===== config.mk =====
export PLATFORM = sky130hd
export DESIGN_NAME = pll_reset_sequencer_flat
export DESIGN_NICKNAME = d
export VERILOG_FILES = /design/src/rtl/pll_reset_sequencer_if.sv /design/src/rtl/pll_reset_sequencer.sv /design/src/flat_wrapper.sv
export SDC_FILE = /design/constraint.sdc
export NUM_CORES = 1
export LEC_CHECK = 0
export ABC_AREA = 1
export BUFFER_PORTS_ARGS = -buffer_cell sky130_fd_sc_hd__buf_2
export CORE_MARGIN = 2
export CORE_UTILIZATION = 45
export CTS_BUF_LIST = sky130_fd_sc_hd__clkbuf_8
export DETAILED_ROUTE_END_ITERATION = 10
export PLACE_DENSITY = 0.66
export SYNTH_ARGS = -nofsm -noshare
export SYNTH_HDL_FRONTEND = slang
export SYNTH_SLANG_ARGS = --single-unit

===== constraint.sdc =====
create_clock -name clk -period 1.8 [get_ports clk]
set_input_delay 0.18 -clock clk [delete_from_list [all_inputs] [get_ports clk]]
set_output_delay 0.18 -clock clk [all_outputs]
set_load 0.03 [all_outputs]

===== src/rtl/pll_reset_sequencer_if.sv =====
// Signal bundle between the PLL reset sequencer and the PLL wrapper / system reset consumers.
// The master side is the sequencer; the slave side is whoever drives lock/relock and reads status.
interface pll_reset_sequencer_if #(
    parameter int MAX_RETRIES = 3
);
    localparam int RETRY_W = $clog2(MAX_RETRIES + 1);

    logic               pll_lock;
    logic               relock;
    logic               pll_resetb;
    logic               sys_rst;
    logic               locked;
    logic               fault;
    logic [RETRY_W-1:0] retry_cnt;
    logic [2:0]         state;

    modport master (
        input  pll_lock,
        input  relock,
        output pll_resetb,
        output sys_rst,
        output locked,
        output fault,
        output retry_cnt,
        output state
    );

    modport slave (
        output pll_lock,
        output relock,
        input  pll_resetb,
        input  sys_rst,
        input  locked,
        input  fault,
        input  retry_cnt,
        input  state
    );
endinterface


===== src/rtl/pll_reset_sequencer.sv =====
// Power-up and lock-loss sequencer for the iCE40 PLL, running on the raw reference clock.
// Holds the PLL in reset, waits for a stable lock, then releases the downstream system reset.
module pll_reset_sequencer #(
    parameter int RST_CYCLES    = 16,
    parameter int LOCK_TIMEOUT  = 12000,
    parameter int STABLE_CYCLES = 256,
    parameter int LOSS_CYCLES   = 4,
    parameter int MAX_RETRIES   = 3
) (
    input  logic                   clk,
    input  logic                   reset,
    pll_reset_sequencer_if.master  bus
);

    localparam int CNT_MAX_A = (RST_CYCLES > LOCK_TIMEOUT) ? RST_CYCLES : LOCK_TIMEOUT;
    localparam int CNT_MAX   = (CNT_MAX_A > STABLE_CYCLES) ? CNT_MAX_A : STABLE_CYCLES;
    localparam int CNT_W     = (CNT_MAX > 1) ? $clog2(CNT_MAX) : 1;
    localparam int LCNT_W    = (LOSS_CYCLES > 1) ? $clog2(LOSS_CYCLES) : 1;
    localparam int RETRY_W   = $clog2(MAX_RETRIES + 1);

    localparam logic [CNT_W-1:0]   HOLD_LAST    = CNT_W'(RST_CYCLES - 1);
    localparam logic [CNT_W-1:0]   WAIT_LAST    = CNT_W'(LOCK_TIMEOUT - 1);
    localparam logic [CNT_W-1:0]   SETTLE_LAST  = CNT_W'(STABLE_CYCLES - 1);
    localparam logic [LCNT_W-1:0]  LOSS_LAST    = LCNT_W'(LOSS_CYCLES - 1);
    localparam logic [RETRY_W-1:0] RETRY_LIMIT  = RETRY_W'(MAX_RETRIES);

    typedef enum logic [2:0] {
        S_HOLD   = 3'd0,
        S_WAIT   = 3'd1,
        S_SETTLE = 3'd2,
        S_RUN    = 3'd3,
        S_FAIL   = 3'd4
    } state_t;

    state_t              cur_state;
    state_t              next_state;
    logic [CNT_W-1:0]    cnt;
    logic [CNT_W-1:0]    cnt_next;
    logic [LCNT_W-1:0]   lcnt;
    logic [LCNT_W-1:0]   lcnt_next;
    logic [RETRY_W-1:0]  retry_cnt;
    logic [RETRY_W-1:0]  retry_next;
    logic                lock_meta;
    logic                lock_s;
    logic                do_retry;

    // Two-flop synchronizer for the asynchronous PLL lock, plus all sequencer state.
    always_ff @(posedge clk) begin
        if (reset) begin
            lock_meta <= 1'b0;
            lock_s    <= 1'b0;
            cur_state <= S_HOLD;
            cnt       <= '0;
            lcnt      <= '0;
            retry_cnt <= '0;
        end else begin
            lock_meta <= bus.pll_lock;
            lock_s    <= lock_meta;
            cur_state <= next_state;
            cnt       <= cnt_next;
            lcnt      <= lcnt_next;
            retry_cnt <= retry_next;
        end
    end

    always_comb begin
        next_state = cur_state;
        cnt_next   = cnt + CNT_W'(1);
        lcnt_next  = lcnt;
        retry_next = retry_cnt;
        do_retry   = 1'b0;

        case (cur_state)
            S_HOLD: begin
                if (cnt == HOLD_LAST) next_state = S_WAIT;
            end
            S_WAIT: begin
                if (lock_s)                 next_state = S_SETTLE;
                else if (cnt == WAIT_LAST)  do_retry   = 1'b1;
            end
            S_SETTLE: begin
                if (!lock_s) begin
                    do_retry = 1'b1;
                end else if (cnt == SETTLE_LAST) begin
                    next_state = S_RUN;
                    retry_next = '0;
                end
            end
            S_RUN: begin
                cnt_next = cnt;
                if (lock_s)                  lcnt_next = '0;
                else if (lcnt == LOSS_LAST)  do_retry  = 1'b1;
                else                         lcnt_next = lcnt + LCNT_W'(1);
            end
            S_FAIL: begin
                cnt_next = cnt;
            end
            default: begin
                next_state = S_HOLD;
            end
        endcase

        // Failed attempts either loop back through HOLD or, once the budget is spent, latch FAIL.
        if (do_retry) begin
            if (retry_cnt == RETRY_LIMIT) begin
                next_state = S_FAIL;
            end else begin
                next_state = S_HOLD;
                retry_next = retry_cnt + RETRY_W'(1);
            end
        end

        if (bus.relock) begin
            next_state = S_HOLD;
            lcnt_next  = '0;
            retry_next = (cur_state == S_FAIL) ? '0 : retry_cnt;
        end

        if (next_state != cur_state || bus.relock) cnt_next = '0;
        if (next_state == S_RUN && cur_state != S_RUN) lcnt_next = '0;
    end

    assign bus.pll_resetb = (cur_state != S_HOLD) && (cur_state != S_FAIL);
    assign bus.sys_rst    = (cur_state != S_RUN);
    assign bus.locked     = (cur_state == S_RUN);
    assign bus.fault      = (cur_state == S_FAIL);
    assign bus.retry_cnt  = retry_cnt;
    assign bus.state      = cur_state;

endmodule

===== src/flat_wrapper.sv =====
// flat-port wrapper written by rule: the top's interface ports become plain ports
module pll_reset_sequencer_flat 
#(
    parameter int RST_CYCLES    = 16,
    parameter int LOCK_TIMEOUT  = 12000,
    parameter int STABLE_CYCLES = 256,
    parameter int LOSS_CYCLES   = 4,
    parameter int MAX_RETRIES   = 3
)
  (clk, reset, bus_pll_lock, bus_relock, bus_pll_resetb, bus_sys_rst, bus_locked, bus_fault, bus_retry_cnt, bus_state);
  pll_reset_sequencer_if #(.MAX_RETRIES(MAX_RETRIES)) bus_i ();
  input  logic clk;
  input  logic reset;
  input wire logic [$bits(bus_i.pll_lock)-1:0] bus_pll_lock;
  input wire logic [$bits(bus_i.relock)-1:0] bus_relock;
  output wire logic [$bits(bus_i.pll_resetb)-1:0] bus_pll_resetb;
  output wire logic [$bits(bus_i.sys_rst)-1:0] bus_sys_rst;
  output wire logic [$bits(bus_i.locked)-1:0] bus_locked;
  output wire logic [$bits(bus_i.fault)-1:0] bus_fault;
  output wire logic [$bits(bus_i.retry_cnt)-1:0] bus_retry_cnt;
  output wire logic [$bits(bus_i.state)-1:0] bus_state;
  assign bus_i.pll_lock = bus_pll_lock;
  assign bus_i.relock = bus_relock;
  assign bus_pll_resetb = bus_i.pll_resetb;
  assign bus_sys_rst = bus_i.sys_rst;
  assign bus_locked = bus_i.locked;
  assign bus_fault = bus_i.fault;
  assign bus_retry_cnt = bus_i.retry_cnt;
  assign bus_state = bus_i.state;
  pll_reset_sequencer #(.RST_CYCLES(RST_CYCLES), .LOCK_TIMEOUT(LOCK_TIMEOUT), .STABLE_CYCLES(STABLE_CYCLES), .LOSS_CYCLES(LOSS_CYCLES), .MAX_RETRIES(MAX_RETRIES)) u_core (.clk(clk), .reset(reset), .bus(bus_i));
endmodule

==> summary.txt, run 1 <==
Outcome = finished, final reports clean
Xor-xnor portion of the synthesized cell area = 6.66%
Number of failing hold endpoints at the final stage = 0
Floorplan row count = 20
Post-synth top area cell = sky130_fd_sc_hd__dfxtp_1
Worst setup slack after placement = 91.6 ps
Antenna violations before repair = 0
Routability Congestion = 0.877
WL per Instance = 10.6 um
Mean instance size in the synthesized netlist = 7.35 um^2
Sum of internal, switching and leakage power = 0.867 mW
Static power due to leakage = 0.658 nW
Synth Area in Compound Gates = 6.14%
Clock root buffer = sky130_fd_sc_hd__clkbuf_8
Headroom to the max-slew limit = 70.8%
Filler Cell Count = 306
Top cells by area, synth = sky130_fd_sc_hd__dfxtp_1 32%, sky130_fd_sc_hd__nand2_1 8.6%, sky130_fd_sc_hd__inv_1 7.5%
Level count of the clock H-tree = 1
Max-cap viol count = 0
#FFs+latches synth = 23
Netlist Area Pre-Place = 1450 um^2
Transition time of the tightest slew-check pin = 436 ps
Wire length of the first global-routing pass = 4610 um
Remaining global-route overflow = 0
R2R Setup Slk = 160 ps
Net count of the finished layout = 222
Post-route clock period utilization = 91.2%
Layer with the highest usage = met2
I/O Buffers = 12
PD cells = 531 nW/um^2
Synthesized-area fraction occupied by and/or/nand/nor cells = 43.2%
Met3 capacity usage during global routing = 1.92%
TritonCTS clock tree = yes
Proportion of synthesized area in mux cells = 0%
GRT Overall Usage = 16.5%
P&R area growth vs syn = 12.7%
Post-Syn Instances = 197
Clock sink count = 23
Clock slew seen by the registers of the worst setup and hold paths = 80 ps
Maximum operating frequency = 609 MHz
Clock period minus worst slack = 1640 ps
Seq/Total Area, Yosys = 31.8%
Largest net degree at the start of global routing = 15
Post CTS Setup Buffer Count = 0
Global Route met2 Usage = 26.6%
Most frequent cell after synthesis = sky130_fd_sc_hd__nand2_1
Adder-cell area share of the yosys netlist = 2.59%
Path category of the worst min-delay check = in -> reg
Buffers from clock root to sink, at most = 2
DRT Wirelength = 2740 um
DR DRC count = 0
Worst hold slack across all endpoints = 120 ps
Share of post-route cells with drive strength above 1 = 26.6%
Reg-to-Reg Start = u_core.cnt[0]
Starting utilization of the core area = 47.4%
Detailed-router iteration count before antenna repair = 4
Number of vias per cell = 4.64
Via count of the first global-routing pass = 1093
Total Die Area = 3690 um^2
Accumulated negative setup slack = 0 ps
Data required time of the critical path = 1950 ps
Count of cell types in the netlist = 26
Setup repair after global routing missed its margin = no
Worst setup EP type = flop
Launch point of the worst path = u_core.cnt[0]
Hold path start = bus_pll_lock
Top post-synthesis cells by count = 33 x sky130_fd_sc_hd__nand2_1, 29 x sky130_fd_sc_hd__inv_1, 29 x sky130_fd_sc_hd__nor2_1
Fin worst setup slack = 159 ps
Global Route met1 Usage = 22.6%
First DRT Iteration DRCs = 67
Maximum clock skew at final layout = 3.40 ps
Final-report max-slew violation count = 0
Critical Path Fanout Max = 14
Async set or reset register ratio after synthesis = 0%
Number of clock buffers inserted by TritonCTS = 3
Ys flop type = sky130_fd_sc_hd__dfxtp_1
EDFF count, synth = 0
Number of top-level design ports = 13
Category of the critical setup timing path = reg -> reg
Final setup violating endpoints = 0
Final HPWL DP = 2150 um
Maximum resistive drop on vdd = 0.415 mV
Post-synth net total = 204
Endpoint of the worst register-to-register path = u_core.cnt[7]
Vertical extent of the die = 60.7 um
Number of nets still failing antenna checks after routing = 0
Worst-skew pair later-pin latency = 260 ps
Synthesis warning total = 0
Last element of the critical path = u_core.cnt[7]
Share of Yosys cell area claimed by the top area cell type = 31.8%
Detailed-route via count = 1196
Final antenna diode count = 0
R2R depth = 13
Kind of launch point of the worst setup path = flop
Dominant combinational cell family by area after synthesis = simple AND/OR/NAND/NOR gates
Die W = 60.7 um
Data arrival time of the critical path = 1790 ps
Number of cells on the worst hold path = 3
Core area = 3050 um^2
layout by cell type (no fill, tap or decap), drive strengths merged, types with 2 or more instances in the layout:
cell type | Yosys | final
buf | 2 | 15
o21ai | 6 | 6
dfxtp | 23 | 23
nor2 | 36 | 36
nor3 | 15 | 15
xor2 | 10 | 10
clkbuf | 0 | 3
nand2 | 44 | 44
ha | 3 | 3
o21bai | 2 | 2
nand4 | 4 | 4
nand3 | 14 | 14
inv | 31 | 32
a21oi | 3 | 3
worst max-delay path, stage by stage, from the launching register on:
cell and delay, ps:
sky130_fd_sc_hd__dfxtp_2 350, sky130_fd_sc_hd__ha_1 140, sky130_fd_sc_hd__inv_1 50, sky130_fd_sc_hd__nor2_2 170
sky130_fd_sc_hd__inv_1 50, sky130_fd_sc_hd__nor2_1 100, sky130_fd_sc_hd__nand2_2 100, sky130_fd_sc_hd__nand2_2 100
sky130_fd_sc_hd__nor2_2 50, sky130_fd_sc_hd__nand2_2 80, sky130_fd_sc_hd__nand2_2 50, sky130_fd_sc_hd__nand2_2 80
sky130_fd_sc_hd__buf_12 150, sky130_fd_sc_hd__nor3_1 50
power breakdown:
part / leakage [nW] / internal [mW] / switching [mW]
clock network: 0.0269 / 0.152 / 0.164
registers: 0.187 / 0.513 / 0.00253
logic: 0.444 / 0.0111 / 0.0239
through the flow:
step                utilization, %  cell area (um^2)  cells
finish                        53.4              1630    258
global route                  53.4              1630    258
CTS                           53.3              1630    258
detailed placement            51.8              1580    254
global placement              51.8              1580    254
floorplan                        -              1460    197
per-layer routing:
metal / part of all wire, % / wire length [um]
met2: 46 / 1260
met5: 0 / 0
met3: 1.6 / 43
met1: 51 / 1390
met4: 1.5 / 40
logic make-up after synthesis:
kind of cell	count (synthesis)
adders and majority gates	3
DFF	23
xor gates and xnor gates	11
and+or+nand+nor	114
AOI/OAI and AO/OA	13
buffers and inverters	33
state kept, by name (all words and copies together), names as in the netlist:
register / count
u_core.cnt: 14
u_core.lock_meta: 1
u_core.lcnt: 2
u_core.bus.retry_cnt: 2
u_core.bus.state: 3
u_core.lock_s: 1
timing repair:
action | CTS | global route
gates resized for setup | 0 | 2
endpoints found under the setup margin | 0 | 16
hold buffers | 0 | 0
worst min path at each step:
| stage | to | slack [ps] |
|---|---|---|
| global placement | u_core.lock_meta | 390 |
| finish | u_core.lock_meta | 120 |
| detailed placement | u_core.lock_s | 400 |
| CTS | u_core.lock_meta | 120 |
| global route | u_core.lock_meta | 140 |
| floorplan | u_core.bus.state[1] | 240 |
cell type report:
class	count	area (um^2)	area share, %
clock inverters	1	3.75	0.230
inverters	31	116	7.13
repair buffers	15	95.1	5.83
well taps	44	55.1	3.37
multi-input cells	141	856	52.5
flip-flops and latches	23	464	28.5
clock buffers	3	41.3	2.53
Power figures use the tool's default switching activity.
==> run 2: changes to the inputs <==
--- a/config.mk
+++ b/config.mk
@@ -11,7 +11,6 @@
 export CORE_UTILIZATION = 45
 export CTS_BUF_LIST = sky130_fd_sc_hd__clkbuf_8
 export DETAILED_ROUTE_END_ITERATION = 10
-export PLACE_DENSITY = 0.66
 export SYNTH_ARGS = -nofsm -noshare
 export SYNTH_HDL_FRONTEND = slang
 export SYNTH_SLANG_ARGS = --single-unit
==> run 2 against run 1 <==
Clock power down 2%. Global-route usage is 1.6 points higher. Die area unchanged. Critical endpoint is now u_core.cnt[0].
==> summary.txt, run 2 (same netlist as run 1, synthesis figures left out) <==
Outcome = finished, final reports clean
Vertical extent of the die = 60.7 um
Sum of internal, switching and leakage power = 0.868 mW
Net count of the finished layout = 221
Number of flip-flops under the largest register name = 14
Level count of the clock H-tree = 1
Starting utilization of the core area = 47.4%
Number of failing hold endpoints at the final stage = 0
Via count of the first global-routing pass = 1182
Largest register by flop count = u_core.cnt
Hold Path End = u_core.lock_meta
P&R area growth vs syn = 16.1%
Share of post-route cells with drive strength above 1 = 30.5%
PD cells = 516 nW/um^2
Antenna violations before repair = 0
Routability Congestion = 0.852
Kind of launch point of the worst setup path = flop
Proportion of total power due to net switching = 21.9%
Number of clock buffers inserted by TritonCTS = 3
GRT Overall Usage = 18.1%
Detailed-router iteration count before antenna repair = 6
DRT Wirelength = 3000 um
Worst-skew pair later-pin latency = 260 ps
Total Die Area = 3690 um^2
Final setup violating endpoints = 0
Buffers from clock root to sink, at most = 2
Reg-to-Reg Start = u_core.cnt[8]
Clock sink count = 23
Die W = 60.7 um
Final antenna diode count = 0
Clock period minus worst slack = 1690 ps
Number of cells on the worst hold path = 3
Number of vias per cell = 4.78
Maximum clock skew at final layout = 2.91 ps
Number of hold buffers added after cts = 0
Commonest cells after routing, fill and taps aside = 33 x sky130_fd_sc_hd__nand2_1, 29 x sky130_fd_sc_hd__inv_1, 26 x sky130_fd_sc_hd__nor2_1, 18 x sky130_fd_sc_hd__dfxtp_1
First DRT Iteration DRCs = 69
Accumulated negative setup slack = 0 ps
Maximum resistive drop on vdd = 0.318 mV
Worst setup EP type = flop
Core area = 3050 um^2
Static power due to leakage = 0.661 nW
Data required time of the critical path = 1980 ps
Maximum operating frequency = 593 MHz
Endpoint of the worst register-to-register path = u_core.cnt[0]
Number of top-level design ports = 13
R2R depth = 9
Setup repair after global routing missed its margin = no
DR DRC count = 0
Sequential share of power = 59.4%
Detailed-route via count = 1229
Data arrival time of the critical path = 1870 ps
Final HPWL DP = 2220 um
Hold path start = bus_pll_lock
Remaining global-route overflow = 0
Post-route clock period utilization = 93.7%
Clock slew seen by the registers of the worst setup and hold paths = 80 ps
Switching Power = 0.190 mW
Most frequent standard cell in the layout excluding fill and tap cells = sky130_fd_sc_hd__nand2_1
Cell-internal power = 0.678 mW
Headroom to the max-slew limit = 60.7%
R2R Setup Slk = 110 ps
I/O Buffers = 12
Max-cap viol count = 0
Transition time of the tightest slew-check pin = 588 ps
Clock power frac = 35.9%
Largest net degree at the start of global routing = 15
Critical Path Fanout Max = 14
Final-report max-slew violation count = 0
Path category of the worst min-delay check = in -> reg
Power share of the combinational group = 4.7%
Category of the critical setup timing path = reg -> reg
Floorplan row count = 20
Number of nets still failing antenna checks after routing = 0
Wire length of the first global-routing pass = 5040 um
TritonCTS clock tree = yes
Clock root buffer = sky130_fd_sc_hd__clkbuf_8
WL per Instance = 11.7 um
==> run 2: cell types whose count changed in the layout (fill, tap and decap cells not counted), moves of 2 or more <==
cell | before | now
sky130_fd_sc_hd__nor2_4 | 3 | 5
sky130_fd_sc_hd__dfxtp_1 | 20 | 18
sky130_fd_sc_hd__buf_4 | 2 | 0
sky130_fd_sc_hd__nor3_2 | 10 | 12
sky130_fd_sc_hd__nor3_1 | 4 | 1
sky130_fd_sc_hd__nor2_1 | 28 | 26
sky130_fd_sc_hd__dfxtp_2 | 3 | 5
==> run 2: worst max-delay path, stage by stage, from the launching register on <==
cell and delay [ps]:
sky130_fd_sc_hd__dfxtp_1 360, sky130_fd_sc_hd__or2_1 240, sky130_fd_sc_hd__nor2_1 210, sky130_fd_sc_hd__nand3_1 160, sky130_fd_sc_hd__nand3_2 120, sky130_fd_sc_hd__nand2_2 80
sky130_fd_sc_hd__nand2_2 60, sky130_fd_sc_hd__nand2_2 60, sky130_fd_sc_hd__buf_12 150, sky130_fd_sc_hd__nor3_2 170
==> run 2: worst max path at each step <==
stage	startpoint	endpoint
after global routing	u_core.cnt[0]	u_core.cnt[0]
after global placement	u_core.cnt[0]	u_core.cnt[10]
final	u_core.cnt[8]	u_core.cnt[0]
after detailed placement	u_core.cnt[0]	u_core.cnt[7]
after floorplan	u_core.bus.state[0]	u_core.cnt[6]
after CTS	u_core.cnt[0]	u_core.cnt[7]
==> run 2: final cells by class <==
class	instances	area [um^2]
inverters	31	116
well taps	44	55.1
clock inverters	1	3.75
multi-input cells	142	917
clock buffers	3	41.3
repair buffers	13	80.1
fillers	320	1370
flip-flops and latches	23	467
==> run 2: power by group through the flow <==
stage / logic (mW) / clock network (mW) / registers, mW
final: 0.0409 / 0.312 / 0.515
after global routing: 0.0465 / 0.337 / 0.516
after CTS: 0.0361 / 0.321 / 0.515
after detailed placement: 0.0359 / 0 / 0.527
after global placement: 0.0344 / 0 / 0.527
after floorplan: 0.0261 / 0 / 0.527
==> run 2: per-stage QoR <==
step | setup WS, ps | area [um^2] | util [%] | instances | hold slack, ps
global placement | 115 | 1570 | 51.4 | 252 | 388
CTS | 27.8 | 1610 | 52.8 | 256 | 116
floorplan | 21.9 | 1460 | - | 197 | 245
finish | 113 | 1680 | 55.0 | 257 | 118
detailed placement | 61.7 | 1570 | 51.4 | 252 | 392
global route | 3.27 | 1680 | 55.0 | 257 | 137
==> run 2: layer usage <==
layer | vias up | part of all wire (%) | GRT usage, %
met4 | 0 | 1.2 | 6.21
met3 | 5 | 1.6 | 2.99
li1 | 654 | - | -
met1 | 558 | 49 | 24.7
met5 | - | 0 | 0
met2 | 12 | 48 | 29.0
==> run 2: what timing repair did <==
action | in CTS | in global routing
resized for setup | 0 | 16
endpoints found under the setup margin | 0 | 16
buffers inserted | 0 | 0
